--- config.mk ---
export PLATFORM = sky130hd
export DESIGN_NAME = v810_busarb
export DESIGN_NICKNAME = d
export VERILOG_FILES = /design/src/rtl/v810_busarb.sv
export SDC_FILE = /design/constraint.sdc
export NUM_CORES = 1
export LEC_CHECK = 0
export BUFFER_PORTS_ARGS = -buffer_cell sky130_fd_sc_hd__buf_4
export CAP_MARGIN = 5
export CORE_AREA = 2 2 108 110
export CTS_CLUSTER_DIAMETER = 120
export DETAILED_ROUTE_END_ITERATION = 10
export DIE_AREA = 0 0 110 112
export PLACE_DENSITY_LB_ADDON = 0.1
export SLEW_MARGIN = 20
export SYNTH_ARGS = -nofsm -noshare
export SYNTH_HDL_FRONTEND = slang
export SYNTH_SLANG_ARGS = --single-unit
--- constraint.sdc ---
create_clock -name CLK -period 2.8 [get_ports CLK]
set_input_delay 0.42 -clock CLK [delete_from_list [all_inputs] [get_ports CLK]]
set_output_delay 0.42 -clock CLK [all_outputs]
set_load 0.01 [all_outputs]
--- src/rtl/v810_busarb.sv ---
// Memory access unit bus arbiter: one external memory bus shared by the instruction
// port (IC*) and the EU data port (D*); data first, with a starvation cap and watchdog.
module v810_busarb #(
  parameter int unsigned DMAX = 4,
  parameter int unsigned TMO  = 0
) (
  input  logic        CLK,
  input  logic        RES,
  input  logic        CE,
  input  logic [31:0] ICIA,
  output logic [31:0] ICID,
  input  logic        ICIREQ,
  output logic        ICIACK,
  input  logic [31:0] DA,
  input  logic [31:0] DWD,
  input  logic [3:0]  DBE,
  input  logic        DWE,
  output logic [31:0] DRD,
  input  logic        DREQ,
  output logic        DACK,
  output logic [31:0] MA,
  output logic [31:0] MWD,
  output logic [3:0]  MBE,
  output logic        MWE,
  input  logic [31:0] MRD,
  output logic        MREQ,
  input  logic        MACK,
  output logic        BERR
);

  typedef enum logic [1:0] {
    IDLE  = 2'd0,
    GNT_I = 2'd1,
    GNT_D = 2'd2,
    TURN  = 2'd3
  } st_t;

  localparam logic [3:0] DMAX_C   = 4'(DMAX);
  localparam logic [7:0] TMO_LAST = 8'(TMO - 32'd1);
  localparam logic       WDOG_EN  = (TMO != 32'd0);

  st_t        st_q, st_d;
  logic [3:0] dcnt_q, dcnt_d;
  logic [7:0] tcnt_q, tcnt_d;
  logic       granted_s;
  logic       wdog_hit_s;

  assign granted_s  = (st_q == GNT_I) || (st_q == GNT_D);
  // Watchdog fires on the TMO-th granted CE cycle that still has no MACK.
  assign wdog_hit_s = WDOG_EN && granted_s && CE && !MACK && (tcnt_q == TMO_LAST);

  assign ICID = MRD;
  assign DRD  = MRD;

  // State register.
  always_ff @(posedge CLK or posedge RES) begin
    if (RES) begin
      st_q   <= IDLE;
      dcnt_q <= 4'd0;
      tcnt_q <= 8'd0;
    end else begin
      st_q   <= st_d;
      dcnt_q <= dcnt_d;
      tcnt_q <= tcnt_d;
    end
  end

  // Next-state: arbitration in IDLE, completion/watchdog while granted.
  always_comb begin
    st_d   = st_q;
    dcnt_d = dcnt_q;
    tcnt_d = tcnt_q;
    if (CE) begin
      case (st_q)
        IDLE: begin
          // dcnt only counts data grants that overtook a waiting instruction request.
          if (DREQ && !(ICIREQ && (dcnt_q >= DMAX_C))) begin
            st_d = GNT_D;
            if (ICIREQ) begin
              dcnt_d = (dcnt_q == 4'hF) ? 4'hF : dcnt_q + 4'd1;
            end else begin
              dcnt_d = 4'd0;
            end
          end else if (ICIREQ) begin
            st_d   = GNT_I;
            dcnt_d = 4'd0;
          end else begin
            st_d = IDLE;
          end
        end
        GNT_I, GNT_D: begin
          if (MACK || wdog_hit_s) begin
            st_d   = TURN;
            tcnt_d = 8'd0;
          end else begin
            tcnt_d = tcnt_q + 8'd1;
          end
        end
        TURN: begin
          st_d = IDLE;
        end
        default: begin
          st_d = IDLE;
        end
      endcase
    end else begin
      st_d = st_q;
    end
  end

  // Outputs: bus steered from the granted requester, MACK routed to its ACK only.
  always_comb begin
    MREQ   = 1'b0;
    MA     = 32'd0;
    MWD    = 32'd0;
    MBE    = 4'd0;
    MWE    = 1'b0;
    ICIACK = 1'b0;
    DACK   = 1'b0;
    BERR   = 1'b0;
    case (st_q)
      GNT_I: begin
        MREQ   = 1'b1;
        MA     = ICIA;
        MBE    = 4'hF;
        ICIACK = MACK | wdog_hit_s;
        BERR   = wdog_hit_s;
      end
      GNT_D: begin
        MREQ = 1'b1;
        MA   = DA;
        MWD  = DWD;
        MBE  = DBE;
        MWE  = DWE;
        DACK = MACK | wdog_hit_s;
        BERR = wdog_hit_s;
      end
      default: begin
        MREQ = 1'b0;
      end
    endcase
  end

endmodule

==> summary.md <==
| Metric | Value |
|---|---|
| RSZ-0062 raised after global routing | false |
| CTS tree | built |
| Vias/cell | between 3 and 4 |
| Inserted Diodes | 0 |
| Max FO, Critical Path | 35 |
| First-pass DRT Iterations | 4 |
| Clk sinks | 6 |
| Die width | around 110 µm |
| Clock Root Buffer | clkbuf_16 |
| Layout area overhead | 65.4% |
| Skew final | 0.00211 ns |
| Die ar. | 12300 µm² |
| Leak | 1.35 nW |
| Setup ws final | about 0.64 ns |
| GRT Resource Usage Total | 0.0951 |
| Power density cells | 912 nW/µm² |
| Hold Violations, Final | 0 |
| Global route total overflow | 0 |
| Cts hold-fix bufs | 0 |
| Mapped Nets | 364 |
| Tightest Hold Check Type | in2async |
| Crit path DAT | 1.74 ns |
| Cts repair resizes | 0 |
| DP Worst Slack | 0.813 ns |
| Area leader, netlist | buf_4 |
| Final setup vio count | 0 |
| CP required | 2.38 ns |
| # port buffers | around 180 |
| Max-cap check violation count | 0 |
| Post-synthesis async set-or-reset flop share | 1.00 |
| Dominant cell by count in the synthesized netlist | buf_4 |
| DR iter-0 viols | 101 |
| Routed Antenna Nets | 0 |
| Vias in the first global route | 1606 |
| Peak supply drop | 0.000387 V |
| Post-synth top cells | buf_4, and2_1, nor2b_1 |
| Post-synth EDFFs | 0 |
| Starting Density | 0.145 |
| Via count | 1772 |
| Nets | 470 |
| Switch Pwr | 1.09 mW |
| Global-route wire length before repair | 9090 µm |
| # DRC | 0 |
| Yosys top cell area share | 0.306 |
| Syn Inst Count | ~220 |
| Setup TNS | 0 ns |
| WS Path Type | reg2out |
| Synthesized flop and latch total | 6 |
| Sw frac | 0.444 |
| Synth area leaders | buf_4, a22oi_1, and2_1 |
| Antenna violations before repair | 0 |
| Sequential-to-total area share from yosys stat | 0.0926 |
| Top FF cell, synth | dfrtp_1 |
| Std cell rows | 39 |
| Netlist Area Pre-Place | 1620 µm² |
| Largest net degree at the start of global routing | 45 |
| Ratio of cells with drive above 1 in the final layout | 0.585 |
| Post-CTS Setup Bufs | 0 |
| WL/cell | 14.5 µm |
| Core box area | 11200 µm² |
| Clock-pin slew on the worst setup and hold paths | 0.03 ns |
| Ports | around 280 |
| Placer Congestion | between 0.6 and 0.7 |
| Clock power share | 0.096 |
| Tcrit/Tclk final | 0.772 |
| P_int | 1.36 mW |
| Status | finished, final reports clean |
| Setup crit end kind | output port |
| Combinational fraction of design power | 0.848 |
| Die height | between 100 and 150 µm |
| Sequential Power Share | 0.056 |
| Max Fclk | around 460 MHz |
| Mean Syn Cell Area | roughly 7.3 µm² |
| CTS Buffer Depth | 2 |
| Minimum clock period | 2.16 ns |
| Netlist cell types | 23 |
| CTS Buf Count | 3 |
| Startpoint Class | register |
| Final slew viol count | 0 |
| H-tree depth | 1 |
| Overall routed net length | approximately 6800 µm |
| Yosys warns | 0 |
| Clk_lat worst skew | 0.23 ns |
metal layers:
layer | part of all wire | up-vias | track usage
met5 | 0 | - | 0
met4 | 0.0056 | 0 | 0.0160
met3 | 0.12 | 6 | 0.0269
met2 | 0.53 | 117 | 0.184
met1 | 0.34 | 767 | 0.100
li1 | - | 882 | -
through the flow:
step / std cells / util / hold slack [ns] / power (mW) / area (µm²)
after global placement: 465 / 0.233 / 0.364 / 2.28 / 2610
final: 468 / 0.240 / 0.116 / 2.45 / 2680
after floorplan: 221 / - / 0.211 / 1.38 / 1620
after detailed placement: 465 / 0.233 / 0.363 / 2.26 / 2610
after CTS: 468 / 0.240 / 0.122 / 2.51 / 2680
after global routing: 468 / 0.240 / 0.138 / 2.67 / 2680
worst max-delay path: stages, from the launching register on:
cell and delay, ns:
dfrtp_1 0.36, inv_1 0.07, ha_1 0.37, buf_4 0.33, nor2b_1 0.22, buf_4 0.15
cell usage in the layout (no fill, tap or decap), drive strengths merged:
cell,Yosys,layout
nand3,2,2
nand3b,1,1
and2,36,36
a21oi,4,4
ha,4,4
conb,1,1
nor2b,36,36
inv,4,4
a22oi,32,32
and4,1,1
a22o,3,3
o21ai,1,1
nand2b,1,1
dfrtp,6,6
nor3b,1,1
buf,75,182
a2bb2oi,2,2
nand2,2,2
o211ai,1,1
a21boi,2,2
clkbuf,6,3
power by group through the flow:
stage / combinational [mW] / sequential [mW] / clock (mW)
after global routing: 2.28 / 0.143 / 0.240
after global placement: 2.15 / 0.137 / 0
after detailed placement: 2.12 / 0.138 / 0
final: 2.07 / 0.137 / 0.234
after floorplan: 1.25 / 0.133 / 0
after CTS: 2.13 / 0.138 / 0.236
cells by family (layout without fill, tap and decap cells):
family,Yosys count,count (layout),synth area share
buffers and inverters,85,189,0.356
AND/OR/NAND/NOR,80,80,0.312
AO/OA/AOI/OAI,45,45,0.206
adder cells (fa/ha/maj),4,4,0.0309
other,1,1,0.00231
flip-flops,6,6,0.0926
layout make-up:
class | count | area, µm²
repair buffers | 182 | 1370
inverters | 4 | 15.0
flip-flops and latches | 6 | 150
multi-input cells | 130 | 896
well taps | 143 | 179
clock buffers | 3 | 75.1
fillers | 1271 | 8490
flip-flops by register name, indices dropped and copies added (netlist names):
| name | cells |
|---|---|
| st_q | 2 |
| dcnt_q | 4 |
final timing paths:
kind	from	end	slack, ns	cells past startpoint
setup / recovery	st_q[0]	MA[19]	0.64	5
hold / removal	RES	dcnt_q[2]	0.12	2
setup reg to reg	st_q[0]	st_q[1]	1.48	4
hold reg to reg	dcnt_q[1]	dcnt_q[1]	0.51	1
max in group asynchronous	RES	st_q[1]	2.48	2
min in group CLK	DREQ	st_q[1]	0.50	3
Power figures use the tool's default switching activity.
